--- src/rtl/sha256_kt_seq.sv ---
// Read-side sequencer for the SHA-256 Kt constant BRAM: sweeps the round
// address per block and delays round tags to line up with the BRAM output.
module sha256_kt_seq #(
    parameter int N_CYCLES = 72,
    parameter int RD_LAT   = 2
) (
    input  logic       CLK,
    input  logic       rst,
    input  logic       start,
    output logic       ready,
    output logic       busy,
    output logic       kt_en,
    output logic [6:0] kt_t,
    output logic       kt_wr_en,
    output logic       kt_wr_addr,
    output logic       rnd_valid,
    output logic [6:0] rnd,
    output logic       rnd_first,
    output logic       rnd_last
);

    typedef enum logic {
        S_IDLE,
        S_RUN
    } state_e;

    localparam logic [6:0] T_LAST = 7'(N_CYCLES - 1);

    state_e                  state_q, state_d;
    logic                    kt_en_q, kt_en_d;
    logic [6:0]              kt_t_q, kt_t_d;
    logic [RD_LAT-1:0]       vld_q, vld_d;
    logic [RD_LAT-1:0][6:0]  idx_q, idx_d;

    always_comb begin
        state_d = state_q;
        kt_en_d = kt_en_q;
        kt_t_d  = kt_t_q;
        unique case (state_q)
            S_IDLE: begin
                kt_en_d = start;
                kt_t_d  = 7'd0;
                if (start) begin
                    state_d = S_RUN;
                end
            end
            S_RUN: begin
                if (kt_t_q != T_LAST) begin
                    kt_t_d = kt_t_q + 7'd1;
                end else if (start) begin
                    kt_t_d  = 7'd0;
                    kt_en_d = 1'b1;
                end else begin
                    state_d = S_IDLE;
                    kt_en_d = 1'b0;
                    kt_t_d  = 7'd0;
                end
            end
        endcase
    end

    // Index stages only load on a valid tag so rnd holds between sweeps.
    always_comb begin
        vld_d    = vld_q;
        idx_d    = idx_q;
        vld_d[0] = kt_en_q;
        if (kt_en_q) begin
            idx_d[0] = kt_t_q;
        end
        for (int i = 1; i < RD_LAT; i++) begin
            vld_d[i] = vld_q[i-1];
            if (vld_q[i-1]) begin
                idx_d[i] = idx_q[i-1];
            end
        end
    end

    always_ff @(posedge CLK) begin
        if (rst) begin
            state_q <= S_IDLE;
            kt_en_q <= 1'b0;
            kt_t_q  <= 7'd0;
            vld_q   <= '0;
            idx_q   <= '0;
        end else begin
            state_q <= state_d;
            kt_en_q <= kt_en_d;
            kt_t_q  <= kt_t_d;
            vld_q   <= vld_d;
            idx_q   <= idx_d;
        end
    end

    assign ready      = (state_q == S_IDLE) |
                        ((state_q == S_RUN) & (kt_t_q == T_LAST));
    assign busy       = (state_q == S_RUN) | (|vld_q);
    assign kt_en      = kt_en_q;
    assign kt_t       = kt_t_q;
    assign kt_wr_en   = 1'b0;
    assign kt_wr_addr = 1'b0;
    assign rnd_valid  = vld_q[RD_LAT-1];
    assign rnd        = idx_q[RD_LAT-1];
    assign rnd_first  = rnd_valid & (rnd == 7'd0);
    assign rnd_last   = rnd_valid & (rnd == T_LAST);

endmodule

--- config.mk ---
export PLATFORM = sky130hd
export DESIGN_NAME = sha256_kt_seq
export DESIGN_NICKNAME = d
export VERILOG_FILES = /design/src/rtl/sha256_kt_seq.sv
export SDC_FILE = /design/constraint.sdc
export NUM_CORES = 1
export LEC_CHECK = 0
export ABC_AREA = 1
export CAP_MARGIN = 25
export CORE_UTILIZATION = 45
export DETAILED_ROUTE_END_ITERATION = 10
export HOLD_SLACK_MARGIN = 0.15
export PLACE_DENSITY = 0.82
export REMOVE_ABC_BUFFERS = 1
export SLEW_MARGIN = 20
export SYNTH_ARGS = -nofsm -noshare
export SYNTH_HDL_FRONTEND = slang
export SYNTH_SLANG_ARGS = --single-unit
--- constraint.sdc ---
create_clock -name CLK -period 1.3 [get_ports CLK]
set_input_delay 0.195 -clock CLK [delete_from_list [all_inputs] [get_ports CLK]]
set_output_delay 0.195 -clock CLK [all_outputs]
set_load 0.05 [all_outputs]
======== After elaboration in Yosys (flattened, before gate mapping) ========
Cells that the tools add are included.
storage, ports and cells
  register bits after elaboration ......... 25
  input bits .............................. 3
  output and inout bits ................... 22
operators by class
  add/subtract/negate cells ............... 1
  eq/ne operators ......................... 4
  muxes and demuxes ....................... 7
  bitwise gates (word level) .............. 6
  reductions and logical operators ........ 2
operators by type and width
  operator               number
  $eq A7 B7 Y1 const B   2
  $pmux W7 S2            1
  $add A7 B1 Y7 const B  1
  $logic_not A7 Y1       1
  $mux W7                1
  $ne A7 B7 Y1 const B   1
  $pmux W1 S2            2
  $and A1 B1 Y1          3
  $mux W1                3
  $ne A2 B2 Y1 const B   1
  $or A1 B1 Y1           2
  $reduce_or A2 Y1       1
  $not A1 Y1             1

======== Depth between registers and ports, before layout ========
Gate-level depths: netlist of the first run.
  word-level depth ........................ 3
  depth in mapped cells ................... 8

======== Least setup slack after synthesis of the first run ========
OpenSTA, ideal clock, no wires.
  kind .................................... reg-to-output
  start point ............................. register vld_q[1]
  end point ............................... output port rnd_first
  data arrival time ....................... 2.246 ns
  data required time ...................... 1.105 ns
  setup slack ............................. -1.141 ns
  stages on the path, launching flop included .. 3
  path buffers ............................ 0
  path through ............................ dfxtp_1 > nand3_1 > nor4_1
between the ends
  word-level cells in the longest chain between the ends .. 1
RTL lines
  what                    RTL line  text
  start, declared         32        logic [RD_LAT-1:0] vld_q, vld_d;
  start signal, assigned  89        vld_q <= vld_d;
  $and A1 B1 Y1           103       assign rnd_first = rnd_valid & (rnd == 7'd0);
  end, declared           18        output logic rnd_first,
No other way between the ends.

======== Worst setup path in the final report of the first run ========
  start point ............................. register idx_q (netlist bit rnd[0])
  end point ............................... output port rnd_first
between the ends
  word-level cells in the longest chain between the ends .. 2
RTL lines
  what                    RTL line  text
  start, declared         33        logic [RD_LAT-1:0][6:0] idx_q, idx_d;
  start signal, assigned  90        idx_q <= idx_d;
  $logic_not A7 Y1        103
  $and A1 B1 Y1           103
No other way between the ends.

==> impl_metrics.toml, run 1 <==
[run_status]
outcome = "finished, violations left"
violations = "negative setup slack"

[worst_setup_path]
r2r_slack_ns = 0.07
timing.rr.start = "kt_t[0]"
end_kind = "output pin"
r2r_end = "kt_t[2]"
cp.required_ns = 1.11
r2r_cells = 7
crit_arrival_ns = 1.38
cp-start-kind = "register"
worstSetupPathType = "register to output pin"
critPathMaxFanout = 2

[power]
irDropWorstVdd_uv = 618
p_int_mw = 1.15
switching_power_mw = 0.508
power_leakage_nw = 0.723
p_seq_share_pct = 52.0
powerDensity_nw_per_um2 = 965
pwr-share-comb_pct = 28.0
sw_frac_of_total_pct = 30.6
clkPwrFrac_pct = 20.0

[final_layout]
diodes = 0
drive_gt1_share_pct = 47.0
instances_no_fill = 191
final_cell_mix = "26 x nor2_1, 20 x buf_12, 19 x buf_4"
area_growth_pct = 68.2
fin_area_um2 = 1720
final_common_cell = "nor2_1"
final_nets = 169

[floorplanning]
dieArea_um2 = 2470
num_rows = 16
floorplan.die.height_um = 49.7
ios = 25
floorplan.initialDensity_pct = 50.1
chipWidth_um = 49.7
fp.coreArea_um2 = 2040

[route]
wl_per_cell_um = 13.4
dr.pass1.iters = 4
avgViaCountPerCell = 5.10
drt_wl_total_um = 2560
vias = 975
drt_drc_violations_left = 0
antenna_left = 0
drt_iter0_markers = 29

[yosys]
synth_cell_types = 24
synth.top_cell.area_share_pct = 49.0
yosysTopAreaCell = "dfxtp_1"
synth_area_per_cell_um2 = 8.18
ys_seq_elements = 25
yosys_warnings = 0
synth_area_um2 = 1020
ys_seq_area_share_pct = 49.0
ys_top_cells_by_area = "dfxtp_1 49%, nor2_1 11%, o21ai_0 7.3%"
synthCells = 125

[global_routing]
grt_max_degree = 17
grt_pass1_wl_um = 4020
grt_pass1_vias = 900
grt.overflow.total = 0
antenna_found_initial = 0
grt_use_total_pct = 21.6

[place]
placed_area_um2 = 1500
placedCellCount = 177
dpl.hpwl_um = 1710
gp_congestion = 0.741
io_buffers = 22

[job]
cap_violations = 0

[clocking]
path_clk_slew_ns = 0.12
clock-sinks = 25
cts_tree = "yes"
cts_buffers = 3
clock_latency_ns = 0.31
cts_root_buffer = "clkbuf_4"
cts_hold_buffers = 0
clockBufferDepth = 2
cts-htree-levels = 1

[timing]
setup_tns_ns = -0.706
period_needed_ns = 1.58
fin_worst_skew_ns = 0.00471
setup_viol = 5
period_share_pct = 121
clock.fmax_ghz = 0.634
hold_violations = 0
drv_slew = 0
final.setup.worst_slack_ns = -0.278
rsz0062_at_grt = "true"

[min_path]
worstHoldPathType = "input port to register"
hold_path_end = "state_q"
hold_path_depth = 3
hold_start = "start"
==> cell families after synthesis <==
logic type                 synth area share, %
other                                    0.367
buffers and inverters                     11.9
AOI/OAI and AO/OA                         11.7
DFF                                       49.0
and+or+nand+nor                           25.0
adders and majority gates                 1.22
xor gates and xnor gates                 0.857
==> per-layer routing <==
metal | part of all wire (%) | global-route usage [%] | up-vias
met4 | 2.6 | 11.9 | 0
met5 | 0 | 0 | -
met3 | 4.0 | 2.47 | 9
met2 | 53 | 40.8 | 39
met1 | 40 | 22.8 | 453
li1 | - | - | 474
==> area by class of cell <==
class                      count  area (µm²)
sequential                    25         526
timing repair buffer          45         608
clock buffer                   4        26.3
fill                         105         323
multi-input combinational     79         482
inverter                      11        43.8
tap                           27        33.8
==> worst max-delay path: stages (launching register included) <==
cell and delay, ns:
dfxtp_2 0.34, or2_4 0.25, nor4_4 0.20, buf_4 0.15
buf_12 0.12
==> metrics by stage <==
stage / worst slack (ns) / util (%) / power, mW / hold slack [ns]
detailed placement: -0.00843 / 73.5 / 1.27 / 0.477
CTS: -0.243 / 82.3 / 1.64 / 0.466
finish: -0.278 / 84.2 / 1.66 / 0.487
global placement: 0.0319 / 73.5 / 1.26 / 0.463
floorplan: -1.23 / - / 1.08 / 0.267
global route: -0.323 / 84.2 / 1.73 / 0.459
==> flip-flops by register name (all words and copies together), names as in the netlist <==
name and count:
vld_q 2, idx_q 7, state_q 1, kt_en 1, rnd 7, kt_t 7
==> cell usage after synthesis (all sizes together) <==
cell type and number:
ha 1, nor2 30, inv 11, nor3 1, nor4 1, nand3 6, dfxtp 25, conb 1
xor2 1, buf 11, or3 1, nand2 9, nand4 2, or2 1, a21oi 8, o21ai 16
==> power groups by stage <==
stage          logic [mW]  registers, mW  clock network (mW)
5_1_grt             0.489          0.869               0.375
4_1_cts             0.453          0.857               0.331
3_3_place_gp        0.385          0.877                   0
2_1_floorplan       0.124          0.952                   0
3_5_place_dp        0.394          0.880                   0
6_report            0.465          0.862               0.332
==> how the worst max path moves through the flow <==
stage | from | endpoint | slack [ns] | cells after the start
after floorplan | rnd[6] | rnd_first | -1.23 | 2
after global placement | rnd[6] | rnd_first | 0.03 | 4
after detailed placement | rnd[6] | rnd_first | -0.008 | 4
after CTS | rnd[3] | rnd_first | -0.24 | 5
after global routing | rnd[0] | rnd_first | -0.32 | 4
final | rnd[0] | rnd_first | -0.28 | 4
==> repair_timing <==
item,CTS,global route
pin swaps,4,7
endpoints found under the setup margin,4,6
gates cloned,0,0
resized for setup,26,13
setup buffers,10,4
Note: power is estimated with default switching activity, not from simulation.
==> run 2, diff against run 1 <==
Settings changed: CAP_MARGIN 25 to 20.
==> results of run 2 <==
No change in the layout: final DEF, timing and power equal those of run 1.
==> run 3, diff against run 2 <==
Settings changed: RECOVER_POWER from default to 100, TNS_END_PERCENT from default to 1.
==> impl_metrics.toml, run 3 (synthesis gave the netlist of run 1 again) <==
[timing]
drv_slew = 0
clock.fmax_ghz = 0.658
period_needed_ns = 1.52
setup_viol = 4
hold_violations = 0
fin_worst_skew_ns = 0.00713
rsz0062_at_grt = "true"
period_share_pct = 117
final.setup.worst_slack_ns = -0.220

[floorplanning]
chipWidth_um = 49.7
fp.coreArea_um2 = 2040
floorplan.initialDensity_pct = 50.1
floorplan.die.height_um = 49.7
num_rows = 16
ios = 25
dieArea_um2 = 2470

[clocking]
clockBufferDepth = 2
clock_latency_ns = 0.31
path_clk_slew_ns = 0.13
cts_buffers = 3
cts_root_buffer = "clkbuf_4"
cts_tree = "yes"
cts-htree-levels = 1
clock-sinks = 25
cts_hold_buffers = 0

[route]
drt_wl_total_um = 2320
dr.pass1.iters = 5
routed.top_layer = "met4"
wl_met3_um = 101
wl_per_cell_um = 12.3
drt_iter0_markers = 22
met1_length_um = 924
avgViaCountPerCell = 5.03
drt_drc_violations_left = 0
vias = 951
met2_length_um = 1220
antenna_left = 0

[place]
placed_area_um2 = 1500
gp_congestion = 0.741
dpl.hpwl_um = 1710
io_buffers = 22

[min_path]
hold_path_end = "state_q"
hold_start = "start"
worstHoldPathType = "input port to register"
hold_path_depth = 3

[final_layout]
diodes = 0
final_cell_mix = "27 x nor2_1, 21 x dfxtp_1, 17 x buf_12"
drive_gt1_share_pct = 38.9
post-route-util_pct = 76.9
fill_cells = 137
final_nets = 167
fin_area_um2 = 1570
final_common_cell = "nor2_1"
area_growth_pct = 53.6

[worst_setup_path]
crit_arrival_ns = 1.32
end_kind = "output pin"
r2r_end = "kt_t[2]"
cp-start-kind = "register"
cp.required_ns = 1.11
r2r_cells = 6
critPathMaxFanout = 2
worstSetupPathType = "register to output pin"
timing.rr.start = "kt_t[0]"
r2r_slack_ns = 0.09

[power]
power_leakage_nw = 0.670
powerDensity_nw_per_um2 = 1020
irDropWorstVdd_uv = 566

[global_routing]
grt.overflow.total = 0
antenna_found_initial = 0
grt_pass1_wl_um = 3770
grt_pass1_vias = 865
grt_max_degree = 17
grt_use_total_pct = 20.2

[job]
cap_violations = 0

[run_status]
violations = "negative setup slack"
outcome = "finished, violations left"
-- run 3: power by group --
part	leakage [nW]	switching (mW)	total [mW]	internal, mW
clock	0.0150	0.211	0.330	0.120
sequential	0.206	0.0420	0.860	0.818
combinational	0.449	0.233	0.413	0.180
total	0.670	0.486	1.60	1.12
-- run 3: through the flow --
step / power [mW] / setup slack [ns] / TNS, ns / hold WS [ns] / cells
6_report: 1.60 / -0.220 / -0.761 / 0.470 / 189
5_1_grt: 1.68 / -0.298 / -1.10 / 0.453 / 189
2_1_floorplan: 1.08 / -1.23 / -3.99 / 0.267 / 115
4_1_cts: 1.62 / -0.243 / -0.820 / 0.466 / 185
3_3_place_gp: 1.26 / 0.0319 / 0 / 0.463 / 177
3_5_place_dp: 1.27 / -0.00843 / -0.00843 / 0.477 / 177
-- run 3: area by class of cell --
| type | count | area (µm²) | area share (%) |
|---|---|---|---|
| tap | 27 | 33.8 | 2.15 |
| sequential | 25 | 505 | 32.2 |
| multi-input combinational | 79 | 425 | 27.1 |
| clock buffer | 4 | 26.3 | 1.67 |
| inverter | 11 | 43.8 | 2.79 |
| timing repair buffer | 43 | 536 | 34.1 |
-- run 3: per-layer routing --
layer / track usage (%) / vias up
met5: 0 / -
met4: 10.0 / 0
met3: 1.85 / 10
met2: 37.4 / 45
met1: 22.6 / 421
li1: - / 475
-- run 3: critical path: stages (launching register included) --
cell	delay [ns]
dfxtp_2	0.34
inv_1	0.09
nand3_2	0.10
nor4_2	0.21
buf_4	0.15
buf_12	0.12
-- run 3: what timing repair did --
item                                    CTS  global route
gates resized for setup                  17             3
cloned                                    0             0
buffers inserted                          4             4
endpoints found under the setup margin    4             4
pin swaps                                 2             1
-- run 3: worst max path at each step --
stage / startpoint / end / slack [ns]
2_1_floorplan: rnd[6] / rnd_first / -1.23
3_3_place_gp: rnd[6] / rnd_first / 0.03
3_5_place_dp: rnd[6] / rnd_first / -0.008
4_1_cts: rnd[3] / rnd_first / -0.24
5_1_grt: rnd[5] / rnd_first / -0.30
6_report: rnd[5] / rnd_first / -0.22
